**config.mk**
```make
export PLATFORM = sky130hd
export DESIGN_NAME = seq_detector_flat
export DESIGN_NICKNAME = d
export VERILOG_FILES = /design/src/rtl/seq_detector_if.sv /design/src/rtl/seq_detector.sv /design/src/flat_wrapper.sv
export SDC_FILE = /design/constraint.sdc
export NUM_CORES = 1
export LEC_CHECK = 0
export BUFFER_PORTS_ARGS = -buffer_cell sky130_fd_sc_hd__buf_2
export CORE_MARGIN = 5
export CORE_UTILIZATION = 25
export DETAILED_ROUTE_END_ITERATION = 12
export GPL_ROUTABILITY_DRIVEN = 0
export GPL_TIMING_DRIVEN = 0
export HOLD_SLACK_MARGIN = 0.03
export PLACE_DENSITY_LB_ADDON = 0.2
export SETUP_SLACK_MARGIN = 0.15
export SYNTH_ARGS = -nofsm -noshare
export SYNTH_HDL_FRONTEND = slang
export SYNTH_SLANG_ARGS = --single-unit
export TNS_END_PERCENT = 30
```
**constraint.sdc**
```tcl
create_clock -name Clk -period 1.9 [get_ports Clk]
set_clock_uncertainty 0.2 [all_clocks]
set_input_delay 0.095 -clock Clk [delete_from_list [all_inputs] [get_ports Clk]]
set_output_delay 0.095 -clock Clk [all_outputs]
set_load 0.05 [all_outputs]
```
**src/rtl/seq_detector_if.sv**
```systemverilog
// Serial pattern-detector bus.
// Groups the serial input stream, the counter clear and the detector results so the
// detector and its driver share one connection.
//   Din, Din_valid  : serial data bit and its qualifier (master -> slave)
//   Clr_cnt         : synchronous clear of the match counter (master -> slave)
//   Detect          : registered one-cycle match pulse (slave -> master)
//   Match_count     : saturating match counter, CNT_W bits (slave -> master)
//   Fill            : valid bits currently held in the window (slave -> master)
interface seq_detector_if #(
    parameter int unsigned PAT_LEN = 4,
    parameter int unsigned CNT_W   = 8
) ();
    localparam int unsigned FILL_W = $clog2(PAT_LEN + 1);

    logic              Din;
    logic              Din_valid;
    logic              Clr_cnt;
    logic              Detect;
    logic [CNT_W-1:0]  Match_count;
    logic [FILL_W-1:0] Fill;

    modport master (
        output Din,
        output Din_valid,
        output Clr_cnt,
        input  Detect,
        input  Match_count,
        input  Fill
    );

    modport slave (
        input  Din,
        input  Din_valid,
        input  Clr_cnt,
        output Detect,
        output Match_count,
        output Fill
    );
endinterface

```
**src/rtl/seq_detector.sv**
```systemverilog
// Serial bit-pattern detector.
// Shifts qualified serial bits into a PAT_LEN-bit history window (oldest bit at the MSB)
// and pulses Detect for one cycle when a full window equals PATTERN. Matches are counted
// in a saturating counter. With OVERLAP=0 the window is emptied on a match so matched bits
// are never reused.
//   Clk  : rising-edge clock
//   Rst  : synchronous active-high reset, overrides every other input
//   bus  : seq_detector_if slave modport (Din, Din_valid, Clr_cnt in;
//          Detect, Match_count, Fill out)
module seq_detector #(
    parameter int unsigned        PAT_LEN = 4,
    parameter logic [PAT_LEN-1:0] PATTERN = 4'b1011,
    parameter bit                 OVERLAP = 1'b1,
    parameter int unsigned        CNT_W   = 8
) (
    input  logic          Clk,
    input  logic          Rst,
    seq_detector_if.slave bus
);
    localparam int unsigned       FILL_W    = $clog2(PAT_LEN + 1);
    localparam logic [FILL_W-1:0] FILL_FULL = FILL_W'(PAT_LEN);

    logic [PAT_LEN-1:0] hist_q, hist_d;
    logic [FILL_W-1:0]  fill_q, fill_d;
    logic [CNT_W-1:0]   cnt_q, cnt_d;
    logic               det_q, det_d;

    logic [FILL_W-1:0]  fill_nxt;
    logic               match;

    always_comb begin
        hist_d   = hist_q;
        fill_d   = fill_q;
        cnt_d    = cnt_q;
        det_d    = 1'b0;
        fill_nxt = fill_q;
        match    = 1'b0;

        // Din is only looked at when qualified, so X on an idle cycle never propagates.
        if (bus.Din_valid) begin
            hist_d   = {hist_q[PAT_LEN-2:0], bus.Din};
            fill_nxt = (fill_q == FILL_FULL) ? fill_q : fill_q + FILL_W'(1);
            // The match is judged on the post-shift window so the pulse lands on the
            // edge that samples the final pattern bit.
            match    = (fill_nxt == FILL_FULL) && (hist_d == PATTERN);
            fill_d   = (match && !OVERLAP) ? '0 : fill_nxt;
            det_d    = match;
        end

        // A clear coinciding with a match counts that match.
        if (bus.Clr_cnt) begin
            cnt_d = match ? CNT_W'(1) : '0;
        end else if (match && (cnt_q != {CNT_W{1'b1}})) begin
            cnt_d = cnt_q + CNT_W'(1);
        end
    end

    always_ff @(posedge Clk) begin
        if (Rst) begin
            hist_q <= '0;
            fill_q <= '0;
            cnt_q  <= '0;
            det_q  <= 1'b0;
        end else begin
            hist_q <= hist_d;
            fill_q <= fill_d;
            cnt_q  <= cnt_d;
            det_q  <= det_d;
        end
    end

    assign bus.Detect      = det_q;
    assign bus.Match_count = cnt_q;
    assign bus.Fill        = fill_q;

endmodule

```
**src/flat_wrapper.sv**
```systemverilog
// flat-port wrapper written by rule: the top's interface ports become plain ports
module seq_detector_flat 
#(
    parameter int unsigned        PAT_LEN = 4,
    parameter logic [PAT_LEN-1:0] PATTERN = 4'b1011,
    parameter bit                 OVERLAP = 1'b1,
    parameter int unsigned        CNT_W   = 8
)
  (Clk, Rst, bus_Din, bus_Din_valid, bus_Clr_cnt, bus_Detect, bus_Match_count, bus_Fill);
  seq_detector_if #(.PAT_LEN(PAT_LEN), .CNT_W(CNT_W)) bus_i ();
  input  logic Clk;
  input  logic Rst;
  input wire logic [$bits(bus_i.Din)-1:0] bus_Din;
  input wire logic [$bits(bus_i.Din_valid)-1:0] bus_Din_valid;
  input wire logic [$bits(bus_i.Clr_cnt)-1:0] bus_Clr_cnt;
  output wire logic [$bits(bus_i.Detect)-1:0] bus_Detect;
  output wire logic [$bits(bus_i.Match_count)-1:0] bus_Match_count;
  output wire logic [$bits(bus_i.Fill)-1:0] bus_Fill;
  assign bus_i.Din = bus_Din;
  assign bus_i.Din_valid = bus_Din_valid;
  assign bus_i.Clr_cnt = bus_Clr_cnt;
  assign bus_Detect = bus_i.Detect;
  assign bus_Match_count = bus_i.Match_count;
  assign bus_Fill = bus_i.Fill;
  seq_detector #(.PAT_LEN(PAT_LEN), .PATTERN(PATTERN), .OVERLAP(OVERLAP), .CNT_W(CNT_W)) u_core (.Clk(Clk), .Rst(Rst), .bus(bus_i));
endmodule
```
==> flow_summary_export.csv, run 1 <==
group,metric,value,unit
status,outcome,"finished, final reports clean",
setup_path,worst_ep_arrival,1.90,ns
global_route,via_count_of_the_first_global_routing_pass,695,
synthesis,yosysWarningCount,0,
cts,clock_sinks,15,
sta,max_freq,531.0,MHz
synthesis,synth-xor-area-share,2.310,%
die,dieArea,4234,µm²
route,route.detailed.wl_per_inst,12.03,µm
sta,holdWs,0.1066,ns
final_layout,syn2layout_area_growth,37.79,%
synthesis,synthArstFlopShare,0,%
synthesis,number_of_enable_type_register_cells_in_the_synthesized_netlist,0,
sta,timing_hold_violations_final,0,
synthesis,synth_top_family_by_area,"simple AND/OR/NAND/NOR gates",
sta,finalCriticalPeriod,1.883,ns
synthesis,synth.area.mux_share,6.601,%
setup_path,critPathCaptureType,"flop",
placement,placedCellCount,134,
run,drv.max_cap_violation_count,0,
sta,max_slew.worst_pin.slew,0.4683,ns
synthesis,synth_ff_type,"dfxtp_1",
global_route,pin_count_of_the_biggest_net_entering_global_routing,11,
setup_path,timing.reg2reg.setup_slack,0.02,ns
sta,setup_ws,0.01679,ns
global_route,grt_remaining_overflow,0,
cts,clock_input_transition_at_the_sequential_cells_of_the_worst_setup_and_hold_paths,0.10,ns
route,route.vias.total,718,
route,antenna_viol_nets_final,0,
synthesis,post_synth_instance_area,758.2,µm²
cts,root_buffer,"clkbuf_4",
setup_path,critical_path.reg2reg.endpoint,"u_core.bus.Match_count[0]$_SDFFE_PP0P_",
die,io_pins,17,
placement,port_buffers,15,
power,vdd_drop_max,0.2662,mV
sta,max-slew-margin-rel,68.78,%
power,p_leak,0.4105,nW
power,power_per_cell_area,596.1,nW/µm²
cts,tritoncts.num_buffers,3,
route,route.detailed.vias_per_inst,4.918,
die,die_h,65.07,µm
power,p_comb_share,17.4,%
placement,place_hpwl,1.263,mm
synthesis,yosys.area_share.simple,26.73,%
placement,preCtsSetupSlack,-0.01137,ns
route,detailedRoute.firstPassIterationCount,4,
die,coreArea,2978,µm²
worst_hold_path,min_delay_worst_endpoint,"u_core.bus.Fill[0]$_SDFFE_PP0P_",
final_layout,post_route_cells_drive_above_1_share,37.17,%
setup_path,startpoint_type,"flop",
setup_path,worst-setup-path-type,"reg2reg",
die,num_rows,20,
cts,clk-insertion-delay-late,0.29,ns
power,cell_internal_pwr,445.8,µW
synthesis,syn_inst,86,
setup_path,reg2regPathDepth,7,
sta,finalSetupViolations,0,
worst_hold_path,hold_path.startpoint,"Rst",
sta,rsz_0062_raised_after_global_routing,"yes",
setup_path,worst_ep_required_time,1.92,ns
power,fin_total_pwr,622.8,µW
cts,tritoncts_clock_tree,"built",
sta,timing.final.crit_share,99.12,%
global_route,global_route_wire_length_before_repair,3.056,mm
synthesis,synth.net_count,94,
final_layout,multi_input_gate_area,481.7,µm²
cts,cts.htree.levels,1,
synthesis,yosys.cell_types.count,35,
sta,report.final.slew_viol_count,0,
route,drc,0,
setup_path,crit_fanout,5,
die,die_x,65.07,µm
final_layout,regArea,320.3,µm²
synthesis,synth-seq-cells,15,
worst_hold_path,hold_path_stages,3,
final_layout,antenna_cells_inserted,0,
final_layout,final.fill_count,323,
route,dr.first_iter.drc_count,13,
final_layout,stdcell_count,146,
worst_hold_path,worst_hold_path_type,"in2reg",
cts,cts_max_path_buffers,2,
power,p_switching,176.9,µW
power,swShare,28.41,%
global_route,all_layer_global_routing_usage,9.134,%
final_layout,nets,122,
synthesis,synth_seq_area_share,39.60,%
synthesis,synth-adder-area-share,4.950,%
final_layout,fin_util,35.08,%
synthesis,synth_area_in_compound_gates,16.17,%
synthesis,syn-mean-instance-area,8.817,µm²
route,wl,1.757,mm
power,power_frac_seq,52.7,%
setup_path,timing.rr.start,"u_core.bus.Fill[0]$_SDFFE_PP0P_",
die,initial_core_utilization,25.46,%
power,clockPowerShare,29.9,%
global_route,initial_antenna_violation_count,0,
-- worst max-delay path: stages (launching register included) --
cell	delay, ns
dfxtp_4	0.39
inv_4	0.04
ha_4	0.25
a21oi_2	0.04
a32oi_4	0.29
nor3_4	0.09
or3b_1	0.40
a21oi_2	0.11
-- placed cells by master (no fill, tap or decap), types with 3 or more instances in the layout --
cell,count
buf_4,4
nand3_1,4
nor2_1,13
nand2_1,6
dfxtp_1,7
buf_2,16
mux2i_1,5
dfxtp_4,4
a21oi_1,5
dlygate4sd3_1,4
clkbuf_4,3
dfxtp_2,4
-- synthesized netlist by cell type, types with 2 or more instances --
cell      instances  area (µm²)
a21oi_1           6       30.03
dfxtp_1          15       300.3
ha_1              3       37.54
inv_1             4       15.01
mux2i_1           5       50.05
nand2_1           6       22.52
nand3_1           4       20.02
nand3b_1          2       15.01
nand4_1           2       12.51
nor2_1           13       48.80
xnor2_1           2       17.52
-- kinds of logic after synthesis --
kind of cell / Yosys count
multiplexers: 5
XOR/XNOR: 2
adder cells (fa/ha/maj): 3
AO/OA/AOI/OAI: 16
buffers and inverters: 7
AND/OR/NAND/NOR: 38
flip-flops: 15
-- registers in the layout (all words and copies together) (netlist names) --
name / cells
u_core.bus.Match_count: 8
u_core.bus.Fill: 3
u_core.hist_q: 3
u_core.bus.Detect: 1
-- worst max path at each step --
stage	start	to	slack [ns]	cells after the start
floorplan	u_core.bus.Fill[0]$_SDFFE_PP0P_	u_core.bus.Match_count[0]$_SDFFE_PP0P_	-0.03	7
global placement	u_core.bus.Fill[0]$_SDFFE_PP0P_	u_core.bus.Match_count[7]$_SDFFE_PP0P_	0.02	7
detailed placement	u_core.bus.Fill[0]$_SDFFE_PP0P_	u_core.bus.Match_count[0]$_SDFFE_PP0P_	-0.01	7
CTS	u_core.bus.Fill[0]$_SDFFE_PP0P_	u_core.bus.Match_count[0]$_SDFFE_PP0P_	0.04	7
global route	u_core.bus.Fill[1]$_SDFFE_PP0P_	u_core.bus.Match_count[0]$_SDFFE_PP0P_	-0.06	7
finish	u_core.bus.Fill[0]$_SDFFE_PP0P_	u_core.bus.Match_count[0]$_SDFFE_PP0P_	0.02	7
-- cell type report --
| class | instances | area share, % |
|---|---|---|
| sequential | 15 | 30.66 |
| inverter | 4 | 1.677 |
| multi-input combinational | 64 | 46.11 |
| clock buffer | 4 | 2.515 |
| buffer | 3 | 1.198 |
| timing repair buffer | 23 | 13.89 |
| tap | 33 | 3.952 |
-- power by group through the flow --
stage          logic [mW]  registers (mW)  clock network, mW
6_report            0.109           0.328              0.186
2_1_floorplan      0.0550           0.350                  0
5_1_grt             0.117           0.329              0.212
4_1_cts             0.109           0.328              0.196
3_3_place_gp       0.0885           0.335                  0
3_5_place_dp       0.0886           0.336                  0
-- timing repair --
item	4_1_cts	5_1_grt
gates resized for setup	3	1
buffers inserted	2	2
hold buffers	4	0
endpoints found under the setup margin	8	8
pin swaps	8	5
hold endpoints to repair	8	0
-- per-stage QoR --
stage	TNS [ns]	instance area, µm²
after floorplan	-0.03434	803.3
after global routing	-0.1484	1045
final	0	1045
after CTS	0	1026
after global placement	0	919.6
after detailed placement	-0.01798	919.6
-- metal layers --
layer | vias up | track usage (%) | part of all wire [%]
met2 | 14 | 14.81 | 45
met3 | 2 | 3.466 | 5.2
met5 | - | 0 | 0
met1 | 340 | 11.03 | 49
met4 | 0 | 3.109 | 0.85
li1 | 362 | - | -
Note: power is estimated with default switching activity, not from simulation.
==> run 2, diff against run 1 <==
==> constraint.sdc (replaced) <==
create_clock -name Clk -period 1.7 [get_ports Clk]
set_clock_uncertainty 0.2 [all_clocks]
set_input_delay 0.085 -clock Clk [delete_from_list [all_inputs] [get_ports Clk]]
set_output_delay 0.085 -clock Clk [all_outputs]
set_load 0.05 [all_outputs]
==> run 2 against run 1 <==
Net effect: the run now ends with negative setup slack left; via count unchanged; total power up 12%; clock-buffer cell count unchanged; clock power is 12% higher; cell count unchanged; sequential share of layout area shrank 0.073 points; design area rose by 0.24%; critical path depth unchanged; critical endpoint unchanged; highest routed layer unchanged.
==> flow_summary_export.csv, run 2 (synthesized netlist as in run 1, its figures left out) <==
group,metric,value,unit
status,outcome,"finished with violations",
status,violations,"negative setup slack",
route,route.detailed.vias_per_inst,4.918,
cts,tritoncts_clock_tree,"built",
power,vdd_drop_max,0.2972,mV
setup_path,critPathCaptureType,"flop",
sta,finalSetupViolations,8,
global_route,global_route_wire_length_before_repair,3.056,mm
final_layout,final.fill_count,322,
setup_path,timing.rr.start,"u_core.bus.Fill[0]$_SDFFE_PP0P_",
global_route,pin_count_of_the_biggest_net_entering_global_routing,11,
cts,clock_input_transition_at_the_sequential_cells_of_the_worst_setup_and_hold_paths,0.10,ns
worst_hold_path,worst_hold_path_type,"in2reg",
sta,max-slew-margin-rel,68.02,%
global_route,initial_antenna_violation_count,0,
power,fin_total_pwr,696.5,µW
die,initial_core_utilization,25.46,%
cts,root_buffer,"clkbuf_4",
global_route,all_layer_global_routing_usage,9.206,%
global_route,grt_remaining_overflow,0,
setup_path,critical_path.reg2reg.endpoint,"u_core.bus.Match_count[0]$_SDFFE_PP0P_",
setup_path,crit_fanout,5,
die,io_pins,17,
run,drv.max_cap_violation_count,0,
sta,timing.final.crit_share,110.7,%
final_layout,layout.cells.most_common,"buf_2",
setup_path,reg2regPathDepth,7,
cts,clock_sinks,15,
sta,final.setup.tns,-1.031,ns
cts,cts.htree.levels,1,
route,antenna_viol_nets_final,0,
die,num_rows,20,
final_layout,fin_util,35.17,%
final_layout,nets,122,
route,detailedRoute.firstPassIterationCount,4,
final_layout,regArea,320.3,µm²
route,route.vias.total,718,
die,die_x,65.07,µm
cts,cts_max_path_buffers,2,
setup_path,worst_ep_arrival,1.90,ns
die,coreArea,2978,µm²
final_layout,stdcell_area,1047,µm²
global_route,via_count_of_the_first_global_routing_pass,686,
setup_path,timing.reg2reg.setup_slack,-0.18,ns
final_layout,largest_register_ffs,8,
sta,max_slew.worst_pin.slew,0.4797,ns
setup_path,startpoint_type,"flop",
cts,tritoncts.num_buffers,3,
final_layout,multi_input_gate_area,481.7,µm²
setup_path,cpMostUsedCell,"a21oi_2",
setup_path,worst_ep_required_time,1.72,ns
setup_path,path_cells,"inv_4 -> ha_4 -> a21oi_2 -> a32oi_4 -> nor3_4 -> or3b_1 -> a21oi_2",
route,route.detailed.wl_per_inst,11.96,µm
setup_path,critical_path.n_buffers_inverters,1,
final_layout,antenna_cells_inserted,0,
placement,port_buffers,15,
setup_path,worst_path_dominant_cell_family,"simple AND/OR/NAND/NOR gates",
sta,report.final.slew_viol_count,0,
setup_path,critical-path-max-stage-delay,0.40,ns
placement,place_hpwl,1.263,mm
sta,rsz_0062_raised_after_global_routing,"yes",
placement,placed_area,919.6,µm²
sta,setup_ws,-0.1827,ns
worst_hold_path,hold_path.startpoint,"Rst",
setup_path,crit_path_top_delay_cell,"or3b_1",
worst_hold_path,hold_path_stages,3,
final_layout,syn2layout_area_growth,38.12,%
route,wl,1.746,mm
power,power_per_cell_area,665.1,nW/µm²
final_layout,final_cell_mix,"16 x buf_2, 13 x nor2_1, 7 x dfxtp_1",
route,dr.first_iter.drc_count,9,
die,dieArea,4234,µm²
worst_hold_path,min_delay_worst_endpoint,"u_core.bus.Fill[0]$_SDFFE_PP0P_",
power,p_leak,0.4173,nW
sta,max_freq,531.2,MHz
cts,clk-insertion-delay-late,0.29,ns
die,die_h,65.07,µm
setup_path,worst-setup-path-type,"reg2reg",
sta,finalCriticalPeriod,1.883,ns
sta,timing_hold_violations_final,0,
route,drc,0,
final_layout,post_route_cells_drive_above_1_share,37.17,%
## run 2: through the flow
step | setup WS (ns) | hold WS (ns) | std cells
floorplan | -0.2343 | 0.03221 | 86
global placement | -0.1833 | 0.1433 | 134
CTS | -0.1554 | 0.08495 | 144
global route | -0.2592 | 0.1324 | 146
finish | -0.1827 | 0.1027 | 146
detailed placement | -0.2114 | 0.1718 | 134
## run 2: what timing repair did
item / in CTS / in global routing
endpoints found under the setup margin: 8 / 10
hold buffers: 4 / 0
hold endpoints to repair: 9 / 0
gates resized for setup: 3 / 2
setup buffers: 2 / 2
pin swaps: 9 / 3
## run 2: metal layers
layer	global-route usage, %	share of wire (%)
met1	11.24	48
met2	14.81	47
met3	3.466	5.0
met4	3.109	0.86
met5	0	0
## run 2: final cells by class
type / instances / area share (%)
tap: 33 / 3.943
sequential: 15 / 30.59
timing repair buffer: 23 / 14.10
multi-input combinational: 64 / 46.00
inverter: 4 / 1.673
clock buffer: 4 / 2.509
buffer: 3 / 1.195
## run 2: worst max path at each step
stage | start | endpoint | slack, ns | depth (start not counted)
floorplan | u_core.bus.Fill[0]$_SDFFE_PP0P_ | u_core.bus.Match_count[0]$_SDFFE_PP0P_ | -0.23 | 7
global placement | u_core.bus.Fill[0]$_SDFFE_PP0P_ | u_core.bus.Match_count[7]$_SDFFE_PP0P_ | -0.18 | 7
detailed placement | u_core.bus.Fill[0]$_SDFFE_PP0P_ | u_core.bus.Match_count[0]$_SDFFE_PP0P_ | -0.21 | 7
CTS | u_core.bus.Fill[0]$_SDFFE_PP0P_ | u_core.bus.Match_count[0]$_SDFFE_PP0P_ | -0.16 | 7
global route | u_core.bus.Fill[1]$_SDFFE_PP0P_ | u_core.bus.Match_count[0]$_SDFFE_PP0P_ | -0.26 | 7
finish | u_core.bus.Fill[0]$_SDFFE_PP0P_ | u_core.bus.Match_count[0]$_SDFFE_PP0P_ | -0.18 | 7
## run 2: worst register-to-register path: cells and delay by family (launching register included)
family                     cells  cell delay [ns]
and+or+nand+nor                2             0.49
AOI/OAI and AO/OA              3             0.44
buffers and inverters          1             0.04
adders and majority gates      1             0.25
DFF                            1             0.39
## run 2: power breakdown
part	leakage (nW)	internal (mW)	switching, mW
combinational	0.276	0.0518	0.0701
clock	0.0150	0.0911	0.117
sequential	0.126	0.356	0.0104
total	0.417	0.499	0.198
==> run 3, diff against run 2 <==
--- a/config.mk
+++ b/config.mk
@@ -8,6 +8,7 @@
 export BUFFER_PORTS_ARGS = -buffer_cell sky130_fd_sc_hd__buf_2
 export CORE_MARGIN = 5
 export CORE_UTILIZATION = 25
+export CTS_BUF_LIST = sky130_fd_sc_hd__clkbuf_2
 export DETAILED_ROUTE_END_ITERATION = 12
 export GPL_ROUTABILITY_DRIVEN = 0
 export GPL_TIMING_DRIVEN = 0
==> run 3 against run 2 <==
Net effect: the flow still finishes with violations (negative setup slack); total power decreased by 3.8%; cell count stayed put; critical path depth unchanged.
==> flow_summary_export.csv, run 3 (synthesized netlist as in run 1, its figures left out) <==
group,metric,value,unit
status,outcome,"finished with violations",
status,violations,"negative setup slack",
power,vdd_drop_max,0.2898,mV
route,drc,0,
setup_path,worst_ep_arrival,1.93,ns
global_route,initial_antenna_violation_count,0,
setup_path,crit_path_top_delay_cell,"dfxtp_4",
cts,tritoncts_clock_tree,"built",
final_layout,syn2layout_area_growth,36.96,%
sta,timing_hold_violations_final,0,
power,fin_total_pwr,670.2,µW
route,route.detailed.vias_per_inst,4.863,
setup_path,cpMostUsedCell,"a21oi_2",
cts,clock_sinks,15,
cts,tritoncts.num_buffers,3,
setup_path,crit_fanout,5,
sta,max_freq,528.1,MHz
placement,placed_area,919.6,µm²
global_route,grt_remaining_overflow,0,
cts,clock_input_transition_at_the_sequential_cells_of_the_worst_setup_and_hold_paths,0.16,ns
sta,rsz_0062_raised_after_global_routing,"yes",
final_layout,stdcell_area,1039,µm²
cts,clk-insertion-delay-late,0.29,ns
sta,finalCriticalPeriod,1.894,ns
route,route.vias.total,710,
setup_path,worst-setup-path-type,"reg2reg",
worst_hold_path,worst_hold_path_type,"in2reg",
final_layout,regArea,320.3,µm²
final_layout,final.fill_count,323,
final_layout,nets,122,
final_layout,layout.cells.most_common,"buf_2",
sta,max-slew-margin-rel,68.63,%
setup_path,critPathCaptureType,"flop",
sta,timing.final.crit_share,111.4,%
final_layout,antenna_cells_inserted,0,
route,antenna_viol_nets_final,0,
sta,max_slew.worst_pin.slew,0.4706,ns
power,power_per_cell_area,645.3,nW/µm²
route,wl,1.769,mm
final_layout,final_cell_mix,"16 x buf_2, 13 x nor2_1, 7 x dfxtp_1",
run,drv.max_cap_violation_count,0,
die,coreArea,2978,µm²
setup_path,path_cells,"inv_4 -> ha_4 -> a21oi_2 -> a32oi_4 -> nor3_4 -> or3b_1 -> a21oi_2",
setup_path,worst_path_dominant_cell_family,"simple AND/OR/NAND/NOR gates",
route,detailedRoute.firstPassIterationCount,4,
final_layout,post_route_cells_drive_above_1_share,38.05,%
setup_path,worst_ep_required_time,1.74,ns
sta,setup_ws,-0.1936,ns
die,io_pins,17,
sta,holdWs,0.08523,ns
cts,cts.htree.levels,1,
global_route,via_count_of_the_first_global_routing_pass,693,
placement,port_buffers,15,
global_route,all_layer_global_routing_usage,9.242,%
final_layout,multi_input_gate_area,481.7,µm²
cts,root_buffer,"clkbuf_2",
setup_path,critical_path.n_buffers_inverters,1,
setup_path,critical-path-max-stage-delay,0.41,ns
die,die_h,65.07,µm
die,num_rows,20,
final_layout,largest_register_ffs,8,
route,route.detailed.wl_per_inst,12.12,µm
die,die_x,65.07,µm
cts,cts_max_path_buffers,2,
die,initial_core_utilization,25.46,%
sta,finalSetupViolations,8,
die,dieArea,4234,µm²
sta,report.final.slew_viol_count,0,
placement,place_hpwl,1.263,mm
global_route,pin_count_of_the_biggest_net_entering_global_routing,11,
setup_path,startpoint_type,"flop",
route,dr.first_iter.drc_count,9,
global_route,global_route_wire_length_before_repair,3.070,mm
sta,final.setup.tns,-1.031,ns
power,p_leak,0.4122,nW
final_layout,fin_util,34.87,%
run 3: cell count changes in the layout (fill, tap and decap cells not counted):
cell,before,now
clkbuf_2,0,4
dlymetal6s4s_1,1,0
clkbuf_4,3,0
dlygate4sd3_1,3,4
clkbuf_1,2,1
run 3: where the power goes:
part	internal (mW)	switching, mW
logic	0.0512	0.0701
registers	0.357	0.0105
clock network	0.0624	0.119
run 3: what timing repair did:
item	4_1_cts	5_1_grt
hold endpoints to repair	9	0
hold buffers	4	0
pin swaps	9	3
setup endpoints to repair	8	9
setup buffers	2	2
gates resized for setup	3	1
run 3: metrics by stage:
step                worst slack [ns]  instances
detailed placement           -0.2114        134
finish                       -0.1936        146
global placement             -0.1833        134
CTS                          -0.1666        144
floorplan                    -0.2343         86
global route                 -0.2707        146
run 3: layout make-up:
class / count / share of cell area, %
timing repair buffer: 23 / 13.98
inverter: 4 / 1.687
sequential: 15 / 30.84
buffer: 3 / 1.205
tap: 33 / 3.976
clock buffer: 4 / 1.928
multi-input combinational: 64 / 46.39
run 3: routing by layer:
layer / global-route usage [%] / share of wire [%]
met1: 11.34 / 48
met2: 14.81 / 46
met3: 3.466 / 5.0
met4: 3.109 / 0.62
met5: 0 / 0
run 3: path summary, 6_finish.rpt:
check	from	to	slack [ns]	cells past startpoint
worst max-delay path	u_core.bus.Fill[0]$_SDFFE_PP0P_	u_core.bus.Match_count[0]$_SDFFE_PP0P_	-0.19	7
worst max register to register	u_core.bus.Fill[0]$_SDFFE_PP0P_	u_core.bus.Match_count[0]$_SDFFE_PP0P_	-0.19	7
worst min register to register	u_core.bus.Fill[1]$_SDFFE_PP0P_	u_core.bus.Fill[1]$_SDFFE_PP0P_	0.33	2
worst min-delay path	Rst	u_core.bus.Fill[0]$_SDFFE_PP0P_	0.09	3
run 3: tightest hold or removal path: cells and delay by family:
family	cells	cell delay (ns)
buffers and inverters	2	0.33
AND/OR/NAND/NOR	1	0.14
